[config.mk]
export PLATFORM = sky130hd
export DESIGN_NAME = aq_axi_lite_master_flat
export DESIGN_NICKNAME = d
export VERILOG_FILES = /design/src/rtl/aq_axi_lite_master_if.sv /design/src/rtl/aq_axi_lite_master.sv /design/src/flat_wrapper.sv
export SDC_FILE = /design/constraint.sdc
export NUM_CORES = 1
export LEC_CHECK = 0
export ABC_AREA = 0
export CAP_MARGIN = 20
export CORE_MARGIN = 2
export CORE_UTILIZATION = 36
export DETAILED_ROUTE_END_ITERATION = 7
export PLACE_DENSITY = 0.76
export SYNTH_ARGS = -nofsm -noshare
export SYNTH_HDL_FRONTEND = slang
export SYNTH_SLANG_ARGS = --single-unit
[constraint.sdc]
create_clock -name ACLK -period 1.4 [get_ports ACLK]
set_input_delay 0.14 -clock ACLK [delete_from_list [all_inputs] [get_ports ACLK]]
set_output_delay 0.14 -clock ACLK [all_outputs]
set_load 0.02 [all_outputs]
[src/rtl/aq_axi_lite_master_if.sv]
// AXI4-Lite master-side bus bundle used by aq_axi_lite_master.
// The master modport drives the request channels, and the slave modport mirrors it.
interface aq_axi_lite_master_if;
  logic [31:0] awaddr;
  logic [3:0]  awcache;
  logic [2:0]  awprot;
  logic        awvalid;
  logic        awready;
  logic [31:0] wdata;
  logic [3:0]  wstrb;
  logic        wvalid;
  logic        wready;
  logic [1:0]  bresp;
  logic        bvalid;
  logic        bready;
  logic [31:0] araddr;
  logic [3:0]  arcache;
  logic [2:0]  arprot;
  logic        arvalid;
  logic        arready;
  logic [31:0] rdata;
  logic [1:0]  rresp;
  logic        rvalid;
  logic        rready;

  modport master (
    output awaddr, awcache, awprot, awvalid, input awready,
    output wdata, wstrb, wvalid, input wready,
    input bresp, bvalid, output bready,
    output araddr, arcache, arprot, arvalid, input arready,
    input rdata, rresp, rvalid, output rready
  );

  modport slave (
    input awaddr, awcache, awprot, awvalid, output awready,
    input wdata, wstrb, wvalid, output wready,
    output bresp, bvalid, input bready,
    input araddr, arcache, arprot, arvalid, output arready,
    output rdata, rresp, rvalid, input rready
  );
endinterface

[src/rtl/aq_axi_lite_master.sv]
// Single-beat local bus to AXI4-Lite master bridge.
// Only one transaction is outstanding at a time, and each transaction ends with a one-cycle LOCAL_ACK.
module aq_axi_lite_master #(
  parameter logic [3:0] AXI_CACHE = 4'b0011,
  parameter logic [2:0] AXI_PROT  = 3'b000
) (
  input  logic        ACLK,
  input  logic        ARESET,
  input  logic        LOCAL_CS,
  input  logic        LOCAL_RNW,
  input  logic [31:0] LOCAL_ADDR,
  input  logic [3:0]  LOCAL_BE,
  input  logic [31:0] LOCAL_WDATA,
  output logic        LOCAL_ACK,
  output logic        LOCAL_ERR,
  output logic [31:0] LOCAL_RDATA,
  aq_axi_lite_master_if.master m_axi
);

  typedef enum logic [2:0] {IDLE, WADDR, WRESP, RADDR, RDATA, DONE} state_e;

  state_e      state_q, state_d;
  logic [31:0] awaddr_q, awaddr_d;
  logic [31:0] wdata_q, wdata_d;
  logic [3:0]  wstrb_q, wstrb_d;
  logic        awvalid_q, awvalid_d;
  logic        wvalid_q, wvalid_d;
  logic [31:0] araddr_q, araddr_d;
  logic        arvalid_q, arvalid_d;
  logic        ack_q, ack_d;
  logic        err_q, err_d;
  logic [31:0] rdata_q, rdata_d;

  always_ff @(posedge ACLK) begin
    if (ARESET) begin
      state_q   <= IDLE;
      awaddr_q  <= '0;
      wdata_q   <= '0;
      wstrb_q   <= '0;
      awvalid_q <= 1'b0;
      wvalid_q  <= 1'b0;
      araddr_q  <= '0;
      arvalid_q <= 1'b0;
      ack_q     <= 1'b0;
      err_q     <= 1'b0;
      rdata_q   <= '0;
    end else begin
      state_q   <= state_d;
      awaddr_q  <= awaddr_d;
      wdata_q   <= wdata_d;
      wstrb_q   <= wstrb_d;
      awvalid_q <= awvalid_d;
      wvalid_q  <= wvalid_d;
      araddr_q  <= araddr_d;
      arvalid_q <= arvalid_d;
      ack_q     <= ack_d;
      err_q     <= err_d;
      rdata_q   <= rdata_d;
    end
  end

  always_comb begin
    state_d   = state_q;
    awaddr_d  = awaddr_q;
    wdata_d   = wdata_q;
    wstrb_d   = wstrb_q;
    awvalid_d = awvalid_q;
    wvalid_d  = wvalid_q;
    araddr_d  = araddr_q;
    arvalid_d = arvalid_q;
    ack_d     = 1'b0;
    err_d     = err_q;
    rdata_d   = rdata_q;

    case (state_q)
      IDLE: begin
        if (LOCAL_CS) begin
          if (LOCAL_RNW) begin
            araddr_d  = LOCAL_ADDR;
            arvalid_d = 1'b1;
            state_d   = RADDR;
          end else begin
            awaddr_d  = LOCAL_ADDR;
            wdata_d   = LOCAL_WDATA;
            wstrb_d   = LOCAL_BE;
            awvalid_d = 1'b1;
            wvalid_d  = 1'b1;
            state_d   = WADDR;
          end
        end
      end
      WADDR: begin
        // AW and W retire independently; move on when neither is still pending after this edge.
        if (m_axi.awready) awvalid_d = 1'b0;
        if (m_axi.wready)  wvalid_d  = 1'b0;
        if ((!awvalid_q || m_axi.awready) && (!wvalid_q || m_axi.wready))
          state_d = WRESP;
      end
      WRESP: begin
        if (m_axi.bvalid) begin
          err_d   = m_axi.bresp[1];
          rdata_d = '0;
          ack_d   = 1'b1;
          state_d = DONE;
        end
      end
      RADDR: begin
        if (m_axi.arready) begin
          arvalid_d = 1'b0;
          state_d   = RDATA;
        end
      end
      RDATA: begin
        if (m_axi.rvalid) begin
          rdata_d = m_axi.rdata;
          err_d   = m_axi.rresp[1];
          ack_d   = 1'b1;
          state_d = DONE;
        end
      end
      DONE:    state_d = IDLE;
      default: state_d = IDLE;
    endcase
  end

  assign m_axi.awaddr  = awaddr_q;
  assign m_axi.awcache = AXI_CACHE;
  assign m_axi.awprot  = AXI_PROT;
  assign m_axi.awvalid = awvalid_q;
  assign m_axi.wdata   = wdata_q;
  assign m_axi.wstrb   = wstrb_q;
  assign m_axi.wvalid  = wvalid_q;
  assign m_axi.bready  = (state_q == WRESP);
  assign m_axi.araddr  = araddr_q;
  assign m_axi.arcache = AXI_CACHE;
  assign m_axi.arprot  = AXI_PROT;
  assign m_axi.arvalid = arvalid_q;
  assign m_axi.rready  = (state_q == RDATA);

  assign LOCAL_ACK   = ack_q;
  assign LOCAL_ERR   = err_q;
  assign LOCAL_RDATA = rdata_q;

endmodule

[src/flat_wrapper.sv]
// flat-port wrapper written by rule: the top's interface ports become plain ports
module aq_axi_lite_master_flat 
#(
  parameter logic [3:0] AXI_CACHE = 4'b0011,
  parameter logic [2:0] AXI_PROT  = 3'b000
)
  (ACLK, ARESET, LOCAL_CS, LOCAL_RNW, LOCAL_ADDR, LOCAL_BE, LOCAL_WDATA, LOCAL_ACK, LOCAL_ERR, LOCAL_RDATA, m_axi_awaddr, m_axi_awcache, m_axi_awprot, m_axi_awvalid, m_axi_awready, m_axi_wdata, m_axi_wstrb, m_axi_wvalid, m_axi_wready, m_axi_bresp, m_axi_bvalid, m_axi_bready, m_axi_araddr, m_axi_arcache, m_axi_arprot, m_axi_arvalid, m_axi_arready, m_axi_rdata, m_axi_rresp, m_axi_rvalid, m_axi_rready);
  aq_axi_lite_master_if m_axi_i ();
  input  logic ACLK;
  input  logic ARESET;
  input  logic LOCAL_CS;
  input  logic LOCAL_RNW;
  input  logic [31:0] LOCAL_ADDR;
  input  logic [3:0] LOCAL_BE;
  input  logic [31:0] LOCAL_WDATA;
  output logic LOCAL_ACK;
  output logic LOCAL_ERR;
  output logic [31:0] LOCAL_RDATA;
  output wire logic [$bits(m_axi_i.awaddr)-1:0] m_axi_awaddr;
  output wire logic [$bits(m_axi_i.awcache)-1:0] m_axi_awcache;
  output wire logic [$bits(m_axi_i.awprot)-1:0] m_axi_awprot;
  output wire logic [$bits(m_axi_i.awvalid)-1:0] m_axi_awvalid;
  input wire logic [$bits(m_axi_i.awready)-1:0] m_axi_awready;
  output wire logic [$bits(m_axi_i.wdata)-1:0] m_axi_wdata;
  output wire logic [$bits(m_axi_i.wstrb)-1:0] m_axi_wstrb;
  output wire logic [$bits(m_axi_i.wvalid)-1:0] m_axi_wvalid;
  input wire logic [$bits(m_axi_i.wready)-1:0] m_axi_wready;
  input wire logic [$bits(m_axi_i.bresp)-1:0] m_axi_bresp;
  input wire logic [$bits(m_axi_i.bvalid)-1:0] m_axi_bvalid;
  output wire logic [$bits(m_axi_i.bready)-1:0] m_axi_bready;
  output wire logic [$bits(m_axi_i.araddr)-1:0] m_axi_araddr;
  output wire logic [$bits(m_axi_i.arcache)-1:0] m_axi_arcache;
  output wire logic [$bits(m_axi_i.arprot)-1:0] m_axi_arprot;
  output wire logic [$bits(m_axi_i.arvalid)-1:0] m_axi_arvalid;
  input wire logic [$bits(m_axi_i.arready)-1:0] m_axi_arready;
  input wire logic [$bits(m_axi_i.rdata)-1:0] m_axi_rdata;
  input wire logic [$bits(m_axi_i.rresp)-1:0] m_axi_rresp;
  input wire logic [$bits(m_axi_i.rvalid)-1:0] m_axi_rvalid;
  output wire logic [$bits(m_axi_i.rready)-1:0] m_axi_rready;
  assign m_axi_awaddr = m_axi_i.awaddr;
  assign m_axi_awcache = m_axi_i.awcache;
  assign m_axi_awprot = m_axi_i.awprot;
  assign m_axi_awvalid = m_axi_i.awvalid;
  assign m_axi_i.awready = m_axi_awready;
  assign m_axi_wdata = m_axi_i.wdata;
  assign m_axi_wstrb = m_axi_i.wstrb;
  assign m_axi_wvalid = m_axi_i.wvalid;
  assign m_axi_i.wready = m_axi_wready;
  assign m_axi_i.bresp = m_axi_bresp;
  assign m_axi_i.bvalid = m_axi_bvalid;
  assign m_axi_bready = m_axi_i.bready;
  assign m_axi_araddr = m_axi_i.araddr;
  assign m_axi_arcache = m_axi_i.arcache;
  assign m_axi_arprot = m_axi_i.arprot;
  assign m_axi_arvalid = m_axi_i.arvalid;
  assign m_axi_i.arready = m_axi_arready;
  assign m_axi_i.rdata = m_axi_rdata;
  assign m_axi_i.rresp = m_axi_rresp;
  assign m_axi_i.rvalid = m_axi_rvalid;
  assign m_axi_rready = m_axi_i.rready;
  aq_axi_lite_master #(.AXI_CACHE(AXI_CACHE), .AXI_PROT(AXI_PROT)) u_core (.ACLK(ACLK), .ARESET(ARESET), .LOCAL_CS(LOCAL_CS), .LOCAL_RNW(LOCAL_RNW), .LOCAL_ADDR(LOCAL_ADDR), .LOCAL_BE(LOCAL_BE), .LOCAL_WDATA(LOCAL_WDATA), .LOCAL_ACK(LOCAL_ACK), .LOCAL_ERR(LOCAL_ERR), .LOCAL_RDATA(LOCAL_RDATA), .m_axi(m_axi_i));
endmodule
==> impl_metrics.yaml <==
placement:
  place_inst: 1050
  place_area_mm2: 0.008077
  gp_congestion: 0.7813
  dpl.hpwl_um: 10160
  io_buffers: 249
run_status:
  outcome: "complete, but fails checks"
  violations: "negative setup slack"
drt:
  drc: 0
  dr.pass1.iters: 4
  vias: 5246
  drt-initial-drc-count: 322
  ant_nets: 0
  post_drt_via_cell_ratio: 4.765
  wire_per_inst_um: 15.97
  postRouteWirelength_um: 17580
synthesis:
  synth.distinct_cells: 29
  netlist_instances: 643
  synth_common_cells: "nand2_1 (204), dfxtp_1 (140), a21oi_1 (102), nor2_1 (38)"
  yosysWarnings: 0
  synth_most_common_cell: "nand2_1"
  netlist_area_mm2: 0.005348
  synth_seq_cells: 140
  async_flop_share_pct: 0
  yosysSeqAreaShare_pct: 52.41
  synth_edf_count: 0
  synth_top_area_cell: "dfxtp_1"
  avgSynthCellArea_um2: 8.317
  netlist_top_cells_area: "dfxtp_1 (52%), nand2_1 (14%), a21oi_1 (9.5%)"
  synth_top_area_share_pct: 52.41
  synth-main-ff-cell: "dfxtp_1"
sta:
  period_share_pct: 112.9
  finClkSkew_ns: 0.007222
  fmax_ghz: 0.6326
  setup_viol: 130
  rsz0062_at_grt: "true"
  hold_viol: 0
  timing.final.crit_period_ns: 1.581
  slew_violations: 0
  finalWorstSetupSlack_ns: -0.1808
floorplanning:
  dieArea_mm2: 0.01585
  fp-row-count: 44
  io_pins: 266
  die_h_um: 125.9
  core_area_mm2: 0.01453
  die-width_um: 125.9
  initial_core_util_pct: 36.79
setup_path:
  end_kind: "flip-flop"
  crit_slowest_cell: "dfxtp_4"
  crit_type: "reg -> reg"
  cp_data_arrival_time_ns: 1.88
  startpoint: "u_core.state_q[1]"
  cp_slowest_stage_delay_ns: 0.37
  cp-start-kind: "flip-flop"
  r2r_start: "u_core.state_q[1]"
  crit_buf_inv: 2
  crit_chain: "nand3b_1, a21oi_4, buf_6, buf_12, mux2i_2, nor2_1"
  worst-endpoint-required_ns: 1.70
  cp_max_fo: 8
  critPathTopFamily: "flip-flops"
grt:
  grt_max_degree: 41
  antenna_found_initial: 0
  grt_pass1_vias: 5094
  grt_overflow: 0
  use_met1_pct: 24.00
  grt_first_pass_wirelength_um: 26050
  grt_busiest_layer: "met2"
  grt_usage_pct: 20.60
  grtUsageMet3_pct: 6.585
  grt_use_met2_pct: 35.93
power_and_ir_drop:
  power_uw: 11400
  p_per_area_mw_per_mm2: 1220
  p_leak_uw: 0.004102
  ir_worst_vdd_uv: 1132
hold_path:
  hold_class: "in -> reg"
  hp-start: "ARESET"
clocking:
  cts-root-buf: "clkbuf_16"
  cts_inserted_buffers: 17
  htreeDepth: 4
  cts_tree: "done"
  clock_tree.buffer_depth: 2
  clkLatencyLatePin_ns: 0.41
  clk_pin_slew_worst_paths_ns: 0.06
  cts_sinks: 140
final_layout:
  areaGrowthSynthToFinish_pct: 74.75
  finalNonFillerCells: 1101
  diodes: 0
  fin_nets: 1019
  drive_gt1_share_pct: 18.76
  design_area_mm2: 0.009345
  fin_util_pct: 64.30
job:
  maxCapViolCount: 0
report_power, final:
group | switching (uW) | leakage (uW) | internal, uW | total, uW
Clock | 1690 | 0.000298 | 3060 | 4750
Sequential | 140 | 0.00114 | 4200 | 4340
Combinational | 1190 | 0.00266 | 1130 | 2320
placed cells by master, fill, tap and decap left out, types with 12 or more instances in the layout:
cell	count
nand2_1	157
dlygate4sd2_1	137
dfxtp_1	137
clkdlybuf4s50_1	109
a21oi_1	74
nor2_1	36
and2_1	32
mux2i_1	31
a21oi_2	30
nand2_2	24
nand2_4	23
clkbuf_16	22
buf_4	15
conb_1	14
buf_12	12
worst paths after layout:
kind,endpoint,slack (ns),depth (start not counted)
max reg2reg,u_core.LOCAL_RDATA[2],-0.18,6
min,u_core.m_axi.wdata[22],0.11,2
min reg2reg,u_core.m_axi.araddr[20],0.45,2
max,u_core.LOCAL_RDATA[2],-0.18,6
worst register-to-register path, delay by kind of cell, from the launching register on:
family / cells / cell delay (ns)
AOI/OAI and AO/OA: 1 / 0.31
buffers and inverters: 2 / 0.29
DFF: 1 / 0.37
muxes: 1 / 0.24
and+or+nand+nor: 2 / 0.26
registers in the layout (all words and copies together), names as in the netlist:
signal	flops
u_core.state_q	3
u_core.LOCAL_ACK	1
u_core.m_axi.araddr	32
u_core.m_axi.awvalid	1
u_core.m_axi.awaddr	32
u_core.m_axi.wstrb	4
u_core.LOCAL_ERR	1
u_core.LOCAL_RDATA	32
u_core.m_axi.wvalid	1
u_core.m_axi.arvalid	1
u_core.m_axi.wdata	32
metrics by stage:
step                TNS [ns]  setup slack [ns]  hold slack, ns
floorplan            -0.4036          -0.03062          0.2617
detailed placement    -37.70           -0.3703          0.4454
global placement      -31.33           -0.2993          0.4379
finish                -11.33           -0.1808          0.1140
global route          -23.04           -0.2602          0.1158
CTS                   -13.52           -0.1738         0.09684
kinds of logic (layout without fill, tap and decap cells):
| logic type | after synthesis | count (layout) | synth area share [%] |
|---|---|---|---|
| AND/OR/NAND/NOR | 287 | 287 | 22.77 |
| AO/OA/AOI/OAI | 114 | 114 | 11.30 |
| multiplexers | 34 | 34 | 6.598 |
| buffers and inverters | 66 | 328 | 6.785 |
| flip-flops | 140 | 140 | 52.41 |
| other | 2 | 14 | 0.1404 |
final cells by class:
cell class | count | area [um2]
Sequential cell | 140 | 2814
Timing Repair Buffer | 295 | 3055
Inverter | 3 | 11.26
Clock inverter | 10 | 166.4
Tap cell | 184 | 230.2
Multi-Input combinational cell | 449 | 2611
Clock buffer | 20 | 456.7
Fill cell | 1204 | 5189
per-layer routing:
layer  vias up  share of wire [%]
met5         -                  0
met4         0                1.1
met3        17                7.3
met2       204                 51
met1      2446                 41
li1       2579                  -
repair_timing:
| item | in CTS | in global routing |
|---|---|---|
| buffers inserted | 5 | 5 |
| hold buffers | 0 | 0 |
| resized for setup | 190 | 95 |
| pin swaps | 20 | 40 |
| cloned | 9 | 5 |
| endpoints found under the setup margin | 275 | 138 |
No activity file was read; power rests on OpenSTA's default activity.
